### src/rtl/uart_rx_byte.sv
// 8N1 UART receiver: two-flop synchronizer, 3-sample majority filter, mid-bit sampling.
// Emits each good byte on data with a one-cycle rts strobe; bad stop bits give frame_err.
module uart_rx_byte #(
  parameter int unsigned CLKS_PER_BIT = 217
) (
  input  logic       clk,
  input  logic       rst_n,
  input  logic       rx,
  output logic [7:0] data,
  output logic       rts,
  output logic       frame_err
);

  typedef enum logic [1:0] {StIdle, StStart, StData, StStop} state_e;

  localparam logic [15:0] LastCnt = 16'(CLKS_PER_BIT - 1);
  localparam logic [15:0] HalfCnt = 16'(CLKS_PER_BIT / 2 - 1);

  state_e      state_q, state_d;
  logic        rx_meta_q, rx_s_q;
  logic [2:0]  hist_q;
  logic [15:0] clkd_q, clkd_d;
  logic [2:0]  idx_q, idx_d;
  logic [7:0]  shreg_q, shreg_d;
  logic [7:0]  data_q, data_d;
  logic        rts_q, rts_d;
  logic        ferr_q, ferr_d;
  logic        samp, fall;

  assign samp = (hist_q[0] & hist_q[1]) | (hist_q[0] & hist_q[2]) | (hist_q[1] & hist_q[2]);
  // hist_q[0] is the previous rx_s, so a held-low line never looks like a new edge
  assign fall = hist_q[0] & ~rx_s_q;

  always_ff @(posedge clk or negedge rst_n) begin
    if (!rst_n) begin
      rx_meta_q <= 1'b1;
      rx_s_q    <= 1'b1;
      hist_q    <= 3'b111;
      state_q   <= StIdle;
      clkd_q    <= '0;
      idx_q     <= '0;
      shreg_q   <= '0;
      data_q    <= '0;
      rts_q     <= 1'b0;
      ferr_q    <= 1'b0;
    end else begin
      rx_meta_q <= rx;
      rx_s_q    <= rx_meta_q;
      hist_q    <= {hist_q[1:0], rx_s_q};
      state_q   <= state_d;
      clkd_q    <= clkd_d;
      idx_q     <= idx_d;
      shreg_q   <= shreg_d;
      data_q    <= data_d;
      rts_q     <= rts_d;
      ferr_q    <= ferr_d;
    end
  end

  always_comb begin
    state_d = state_q;
    clkd_d  = clkd_q + 16'd1;
    idx_d   = idx_q;
    shreg_d = shreg_q;
    data_d  = data_q;
    rts_d   = 1'b0;
    ferr_d  = 1'b0;
    unique case (state_q)
      StIdle: begin
        clkd_d = '0;
        if (fall) state_d = StStart;
      end
      StStart: begin
        if (clkd_q == HalfCnt) begin
          if (samp) begin
            state_d = StIdle;
          end else begin
            clkd_d  = '0;
            idx_d   = '0;
            state_d = StData;
          end
        end
      end
      StData: begin
        if (clkd_q == LastCnt) begin
          shreg_d[idx_q] = samp;
          clkd_d         = '0;
          idx_d          = idx_q + 3'd1;
          if (idx_q == 3'd7) state_d = StStop;
        end
      end
      StStop: begin
        if (clkd_q == LastCnt) begin
          clkd_d  = '0;
          state_d = StIdle;
          if (samp) begin
            data_d = shreg_q;
            rts_d  = 1'b1;
          end else begin
            ferr_d = 1'b1;
          end
        end
      end
      default: state_d = StIdle;
    endcase
  end

  assign data      = data_q;
  assign rts       = rts_q;
  assign frame_err = ferr_q;

endmodule

### config.mk
export PLATFORM = sky130hd
export DESIGN_NAME = uart_rx_byte
export DESIGN_NICKNAME = d
export VERILOG_FILES = /design/src/rtl/uart_rx_byte.sv
export SDC_FILE = /design/constraint.sdc
export NUM_CORES = 1
export LEC_CHECK = 0
export ABC_AREA = 1
export ABC_CLOCK_PERIOD_IN_PS = 1330
export BUFFER_PORTS_ARGS = -buffer_cell sky130_fd_sc_hd__buf_4
export CAP_MARGIN = 25
export CELL_PAD_IN_SITES_DETAIL_PLACEMENT = 0
export CELL_PAD_IN_SITES_GLOBAL_PLACEMENT = 1
export CORE_MARGIN = 1
export CORE_UTILIZATION = 25
export CTS_CLUSTER_DIAMETER = 150
export CTS_CLUSTER_SIZE = 40
export DETAILED_ROUTE_END_ITERATION = 8
export GPL_ROUTABILITY_DRIVEN = 0
export GPL_TIMING_DRIVEN = 1
export PLACE_DENSITY_LB_ADDON = 0.1
export SLEW_MARGIN = 15
export SYNTH_ARGS = -nofsm -noshare
export SYNTH_HDL_FRONTEND = slang
export SYNTH_SLANG_ARGS = --single-unit
### constraint.sdc
create_clock -name clk -period 1.33 [get_ports clk]
set_input_delay 0.133 -clock clk [delete_from_list [all_inputs] [get_ports clk]]
set_output_delay 0.133 -clock clk [all_outputs]
set_load 0.01 [all_outputs]
Yosys cells after proc, flatten, opt, wreduce, memory -nomap -nowiden:

Index checks and enable logic that the tools add are counted.

* register bits after elaboration: 44
* latch bits: 0
* bits in writable memories: 0
* bits in read-only memories: 0
* input bits: 3
* output and inout port bits: 10
* word-level logic and storage cells: 65
* memories kept: 0

* add/sub/neg operators: 2
* multipliers: 0
* divide/modulo/power cells: 0
* magnitude comparators: 2
* equal/unequal tests: 12
* shift operators: 0
* multiplexer cells: 24
* bitwise operators: 7
* reductions and logical operators: 8

Operator list (count)
* two-way mux 16 bit: 3
* one-hot mux 16 bit (3 select lines): 1
* adder 16 x 1 -> 16 bit, second input constant: 1
* equality test 16 x 7 -> 1 bit, second input constant: 1
* equality test 16 x 8 -> 1 bit, second input constant: 1
* two-way mux 2 bit: 6
* inequality test 2 bit, second input constant: 6
* two-way mux 3 bit: 3
* bitwise mux 8 bit: 1
* one-hot mux 2 bit (4 select lines): 1
* two-way mux 1 bit: 7
* one-hot mux 3 bit (2 select lines): 1
* AND reduction 5 bit: 1
* bitwise AND 1 bit: 4
* equality test 2 bit, second input constant: 2
* < comparator 3 x 4 -> 1 bit, second input constant: 1
* AND reduction 4 bit: 1
* adder 3 x 1 -> 3 bit, second input constant: 1
* demux 1 bit (select 3 bit): 1
* equality test 3 bit, second input constant: 1
* >= comparator 3 x 1 -> 1 bit, second input constant: 1
* AND reduction 3 bit: 1
* equality test 2 x 1 -> 1 bit, second input constant: 1
* zero test 2 bit: 1
* 6 further kinds: 7

Depth between registers and ports, before layout:

Gate-level depths: netlist of the first run.

* depth in word-level cells: 6
* mapped depth: 11
* mapped depth without buffers: 11

Least setup slack after synthesis of the first run:

Ideal clock, no wire load.

* path type: register to register
* from: register clkd_q[0]
* to: register clkd_q[4]
* library setup time: 120 ps
* arrival: 1350 ps
* data required time: 1210 ps
* setup slack: -140 ps
* cell stages (with the launch flop): 10
* buffers on the path: 1
* clock period less this slack: 1470 ps
* cell sequence: dfrtp_1 -> inv_1 -> ha_1 -> nand3_1 -> nor2_4 -> nand2_4 -> nand2_2 -> nand3_2 -> buf_6 -> and3_1

* cells in the longest elaborated chain, start to end: 4
* elaborated cells on any way between the ends: 7
* classes of those cells: 1 x add/sub; 2 x eq/ne; 4 x mux

RTL lines
* start, declared: RTL line 22 `logic [15:0] clkd_q, clkd_d;`
* start signal, assigned: RTL line 51 `clkd_q <= clkd_d;`
* adder 16 x 1 -> 16 bit: RTL line 62 `clkd_d = clkd_q + 16'd1;`
* two-way mux 16 bit: RTL line 75 `if (samp) begin`
* two-way mux 16 bit: RTL line 74 `if (clkd_q == HalfCnt) begin`
* one-hot mux 16 bit (3 select lines) (*): RTL line 68 `unique case (state_q)`
* via clkd_d[4]: RTL line 22

The timed path passes the listed nets; every way through them passes the cells marked *.
A chain may end at the register's enable or synchronous reset.

Final worst setup path of the first run:

* from: register clkd_q[0]
* to: register clkd_q[14]

The elaborated chain is that of the path after synthesis.

==> flow_summary.ini, run 1 <==
[sta]
worst_slack_ns = -0.185
fmax_mhz = 660
period_share_pct = 114
period_needed_ns = 1.52
worstMarginPinSlew_ns = 0.568
final_max_slew_viol_count = 0
finalClockSkew_ns = 0.00925
slew_headroom_pct = 62.2
final_hold_viol_count = 0
rsz0062_at_grt = true
worst_hold_slack_ns = 0.360
setup_viol = 38

[global_routing]
use_met1_pct = 19.3
grt_pass1_vias = 1776
grt.total_usage_pct = 13.0
gr-total-overflow = 0
grt_max_degree = 45
busiest_layer = met1
grt_pass1_wl_um = 8870
grtUsageMet3_pct = 2.66
antenna_found_initial = 0
grtUsageMet2_pct = 18.7

[layout]
multiInputGateArea_um2 = 1150
seq_area_um2 = 1110
syn2layout_area_growth_pct = 47.1
drive_gt1_share_pct = 43.4
nets = 333
n_fill_cell = 869
diodes = 0
stdcell_count = 432

[power_and_ir_drop]
seq_power_share_pct = 36.1
p_sw_w = 0.00155
switching_share_pct = 35.8
p_comb_share_pct = 39.7
clock_power_share_pct = 24.2
power_density_nw_per_um2 = 1370
peakVddDrop_v = 0.000485
p_leak_nw = 1.50
p_int_w = 0.00277

[floorplan]
die_w_um = 94.5
die-area_um2 = 8920
core_region_area_um2 = 8260
start_util_pct = 25.9
placementRows = 33
io_pins = 13
die_h_um = 94.5

[synthesis]
synth_ff_type = dfrtp_1
post-synth-top-count-cell = nand2_1
netlist.area_leader.share_pct = 45.7
yosys-top-cells-count = 69 x nand2_1, 39 x dfrtp_1, 29 x inv_1
synth.largest_area_cell = dfrtp_1
synth.avg_cell_area_um2 = 8.48
syn_nets = 259
synth-seq-cells = 44
netlist_area_um2 = 2140
synth_async_sr_flop_share_pct = 100
synthCells = 252
synth_cell_types = 33
synth_area_leaders = dfrtp_1 46%, nand2_1 12%, dfstp_2 6.1%
synth_edf_count = 0
ys_seq_area_share_pct = 51.8
ys_warn_count = 0

[clock_tree]
ctsLongestPathBuffers = 2
clkLatencyLatePin_ns = 0.30
htreeDepth = 2
path_clk_slew_ns = 0.09
cts_tree = done
ctsRootBufferMaster = clkbuf_8
numCtsBuffers = 5
clock_sinks = 44

[placed_design]
placed_cells = 417
dp_hpwl_um = 3660
portBuffers = 12

[routing]
post_drt_wl_per_cell_um = 11.7
drt-pass1-iter-count = 5
wirelength_um = 5070
detail-route-antenna-nets = 0
drc = 0
drt_iter0_drc = 82
detail_route.vias_per_cell = 4.10
vias = 1772

[worst_setup_path]
slowest_delay_ns = 0.40
cp_top_family = simple AND/OR/NAND/NOR gates
setup.worst_path.class = flip-flop to flip-flop
cp_max_fo = 7
critical_path_buf_inv_count = 1
critPathCaptureType = flip-flop
cp_cell_sequence = ha_2, nand3_1, nor2_1, nand2_1, nand2_2, buf_4, nand3_4, and3_4
cp_data_required_time_ns = 1.52
critical_path_arrival_ns = 1.71
critical-path-slowest-cell = dfrtp_1
cp-start-kind = flip-flop

[worst_hold_path]
min_path_type = input pin to async pin

[outcome]
violations = negative setup slack
status = complete, but fails checks

[flow_run]
drv_cap = 0
metrics by stage:
step / setup TNS (ns) / setup WS, ns / cell area (um^2) / power [W] / utilization [%]
2_1_floorplan: -0.687 / -0.0624 / 2170 / 0.00229 / -
3_3_place_gp: -7.13 / -0.302 / 2750 / 0.00292 / 33.2
3_5_place_dp: -7.01 / -0.299 / 2750 / 0.00291 / 33.2
4_1_cts: -5.33 / -0.172 / 3060 / 0.00430 / 37.0
5_1_grt: -9.05 / -0.287 / 3140 / 0.00462 / 38.1
6_report: -4.75 / -0.185 / 3140 / 0.00432 / 38.1
per-layer routing:
layer | up-vias | part of all wire (%)
met4 | 0 | 1.2
li1 | 951 | -
met5 | - | 0
met2 | 14 | 43
met3 | 7 | 1.9
met1 | 800 | 54
state kept, by name, summed over array words and instances, names as in the netlist, named ones only:
register and count:
rx_s_q 1, data 8, state_q 1, hist_q 3, idx_q 3, frame_err 1, shreg_q 8, rts 1
rx_meta_q 1, clkd_q 16
power groups by stage:
stage               clock network [W]  logic (W)  registers, W
finish                        0.00104    0.00172       0.00156
global route                  0.00115    0.00189       0.00158
CTS                           0.00111    0.00163       0.00156
detailed placement                  0    0.00132       0.00159
global placement                    0    0.00133       0.00159
floorplan                           0   0.000687       0.00161
final timing paths:
| check | depth (start not counted) | end | startpoint | slack (ns) |
|---|---|---|---|---|
| max | 8 | clkd_q[14] | clkd_q[0] | -0.19 |
| min | 2 | rts | rst_n | 0.36 |
| max in group asynchronous | 2 | rx_meta_q | rst_n | 0.57 |
| min in group clk | 0 | rx_s_q | rx_meta_q | 0.36 |
| max reg2reg | 8 | clkd_q[14] | clkd_q[0] | -0.19 |
| min reg2reg | 0 | rx_s_q | rx_meta_q | 0.36 |
final cells by class:
cell class	count	share of cell area, %
clock buffers	5	2.19
clock inverters	3	1.35
inverters	33	4.02
well taps	105	4.18
repair buffers	67	16.5
multi-input cells	175	36.5
flip-flops and latches	44	35.2
logic make-up (layout without fill, tap and decap cells):
logic type,count (synthesis),in the layout,share of synthesized area (%)
compound gates,28,28,7.14
xor+xnor,2,2,0.820
fa+ha+maj,5,5,2.81
buf+inv,34,108,6.32
flops,44,44,51.8
simple gates,139,140,31.1
cell usage in the layout, fill, tap and decap left out, drive strengths merged, types with 2 or more instances in the layout:
cell          n
ha            4
o21ai        19
xor2          2
dlygate4sd3   2
inv          32
dfrtp        39
and3          4
a21oi         5
clkbuf        5
buf          65
clkinv        2
nand3        22
dfstp         5
nand4         2
nand2        74
nor3          5
nor2         30
repair_timing:
item,4_1_cts,5_1_grt
setup endpoints to repair,38,39
gates resized for setup,40,23
hold endpoints to repair,40,0
gates cloned,1,0
hold buffers,2,0
pin swaps,15,7
setup buffers,3,1
No activity file was read; power rests on OpenSTA's default activity.
==> run 2: changes to the inputs <==
- ABC_AREA: 1 -> default
- REMOVE_ABC_BUFFERS: default -> 1
==> run 2 against run 1 <==
  * First-iteration DRC count fell by 52%
  * Combinational power down 62%
  * Sequential share of layout area is 3.1 points higher
  * Routed wire length fell by 5.0%
  * Setup slack worse by 0.68 ns
  * Flip-flop and latch count did not move
  * The run still ends with negative setup slack left
  * Via count decreased by 12%
  * Critical path type unchanged
==> flow_summary.ini, run 2 <==
[routing]
wirelength_um = 4810
post_drt_wl_per_cell_um = 14.1
drc = 0
drt_iter0_drc = 39
vias = 1557
detail_route.vias_per_cell = 4.57
drt-pass1-iter-count = 4
detail-route-antenna-nets = 0

[worst_setup_path]
critical-path-slowest-cell = or4_4
cp_max_fo = 6
cp_top_family = simple AND/OR/NAND/NOR gates
slowest_delay_ns = 0.64
critical_path_buf_inv_count = 0
critical_path_arrival_ns = 2.39
setup.worst_path.class = flip-flop to flip-flop
cp_cell_sequence = or4b_4, or4_4, nor4_4, mux2_2
critPathCaptureType = flip-flop
cp_data_required_time_ns = 1.52
cp-start-kind = flip-flop

[floorplan]
placementRows = 32
die_h_um = 92.3
core_region_area_um2 = 7810
die_w_um = 92.3
start_util_pct = 26.1
die-area_um2 = 8520
io_pins = 13

[clock_tree]
cts_tree = done
clkLatencyLatePin_ns = 0.30
numCtsBuffers = 5
ctsLongestPathBuffers = 2
ctsRootBufferMaster = clkbuf_8
clock_sinks = 44
htreeDepth = 2
path_clk_slew_ns = 0.09

[global_routing]
grt_pass1_vias = 1699
grt.total_usage_pct = 12.5
grt_pass1_wl_um = 8190
grt_max_degree = 45
antenna_found_initial = 0
gr-total-overflow = 0

[power_and_ir_drop]
power_density_nw_per_um2 = 1100
p_int_w = 0.00234
switching_share_pct = 26.0
p_comb_share_pct = 20.7
clock_power_share_pct = 32.4
seq_power_share_pct = 46.9
p_sw_w = 0.000823
p_leak_nw = 1.30
peakVddDrop_v = 0.000459

[placed_design]
portBuffers = 12
dpl_worst_slack_ns = -1.02
placed_cells = 327
dp_hpwl_um = 3420

[sta]
worstMarginPinSlew_ns = 0.581
period_share_pct = 165
fmax_mhz = 455
setup_viol = 39
rsz0062_at_grt = true
finalClockSkew_ns = 0.00525
period_needed_ns = 2.20
final_hold_viol_count = 0
worst_slack_ns = -0.869
slew_headroom_pct = 61.3
final_max_slew_viol_count = 0

[synthesis]
synthCells = 177
synth-seq-cells = 44
synth_async_sr_flop_share_pct = 100
ys_warn_count = 0
yosys-top-cells-count = 39 x dfrtp_1, 16 x mux2_2, 13 x a21oi_1
synth.largest_area_cell = dfrtp_1
ys_seq_area_share_pct = 54.3
netlist_area_um2 = 2040
synth_ff_type = dfrtp_1
synth_area_leaders = dfrtp_1 48%, mux2_2 8.8%, dfstp_2 6.4%
netlist.area_leader.share_pct = 47.9
synth.avg_cell_area_um2 = 11.5
synth_cell_types = 41
post-synth-top-count-cell = dfrtp_1
synth_edf_count = 0

[layout]
syn2layout_area_growth_pct = 41.7
stdcell_count = 341
layout_commonest_cell = buf_4
drive_gt1_share_pct = 45.2
nets = 245
top_register = clkd_q
largest_reg_flops = 16
final_cell_mix = 51 x buf_4, 39 x dfrtp_1, 13 x a21oi_1
diodes = 0

[outcome]
status = complete, but fails checks
violations = negative setup slack

[worst_hold_path]
min_path_type = flip-flop to flip-flop

[flow_run]
drv_cap = 0
==> run 2: cell types whose count changed after synthesis, moves of 5 or more <==
cell,delta
mux2_2,+16
o21ai_0,-12
nand3_1,-13
a21oi_1,+9
nor4_1,+5
xnor2_1,+7
inv_1,-22
nand2_1,-57
nor2_1,-20
==> run 2: kinds of logic after synthesis <==
logic type / synth area share (%)
AND/OR/NAND/NOR: 17.4
flip-flops: 54.3
AO/OA/AOI/OAI: 7.06
multiplexers: 10.3
buffers and inverters: 2.88
XOR/XNOR: 5.15
adder cells (fa/ha/maj): 2.94
==> run 2: path summary, 6_finish.rpt <==
| path | start | to | slack [ns] | cells past startpoint |
|---|---|---|---|---|
| setup reg to reg | clkd_q[14] | shreg_q[2] | -0.87 | 4 |
| setup / recovery | clkd_q[14] | shreg_q[2] | -0.87 | 4 |
| max in group asynchronous | rst_n | rx_meta_q | 0.56 | 2 |
| min in group asynchronous | rst_n | data[1] | 0.38 | 2 |
| hold reg to reg | rx_meta_q | rx_s_q | 0.36 | 0 |
| hold / removal | rx_meta_q | rx_s_q | 0.36 | 0 |
==> run 2: metrics by stage <==
step	area, um^2	utilization (%)	hold WS [ns]	power, W	TNS [ns]
3_5_place_dp	2570	32.9	0.177	0.00210	-32.93
4_1_cts	2780	35.6	0.366	0.00317	-31.03
5_1_grt	2890	37.0	0.369	0.00337	-32.62
6_report	2890	37.0	0.364	0.00317	-30.19
2_1_floorplan	2010	-	-0.163	0.00176	-29.81
3_3_place_gp	2570	32.9	0.165	0.00208	-32.27
==> run 2: final cells by class <==
| cell class | count | area [um^2] |
|---|---|---|
| tap | 102 | 128 |
| clock inverter | 2 | 35.0 |
| multi-input combinational | 119 | 1010 |
| inverter | 7 | 26.3 |
| fill | 782 | 4920 |
| sequential | 44 | 1110 |
| clock buffer | 6 | 72.6 |
| timing repair buffer | 61 | 510 |
==> run 2: power by group through the flow <==
stage          clock network [W]  logic, W  registers [W]
2_1_floorplan                  0  0.000226        0.00153
3_3_place_gp                   0  0.000573        0.00151
3_5_place_dp                   0  0.000586        0.00151
4_1_cts                  0.00106  0.000617        0.00149
5_1_grt                  0.00113  0.000733        0.00150
6_report                 0.00103  0.000654        0.00148
==> run 2: metal layers <==
metal  vias up  global-route usage [%]  share of wire (%)
li1        757                       -                  -
met2        12                    22.5                 54
met1       783                    14.4                 43
met3         5                    2.71                2.0
met5         -                       0                  0
met4         0                    4.43                1.1
==> run 2: timing repair <==
action	4_1_cts	5_1_grt
setup buffers	1	3
endpoints found under the hold margin	40	0
pin swaps	5	12
gates resized for setup	16	20
endpoints found under the setup margin	39	39
hold buffers	2	0
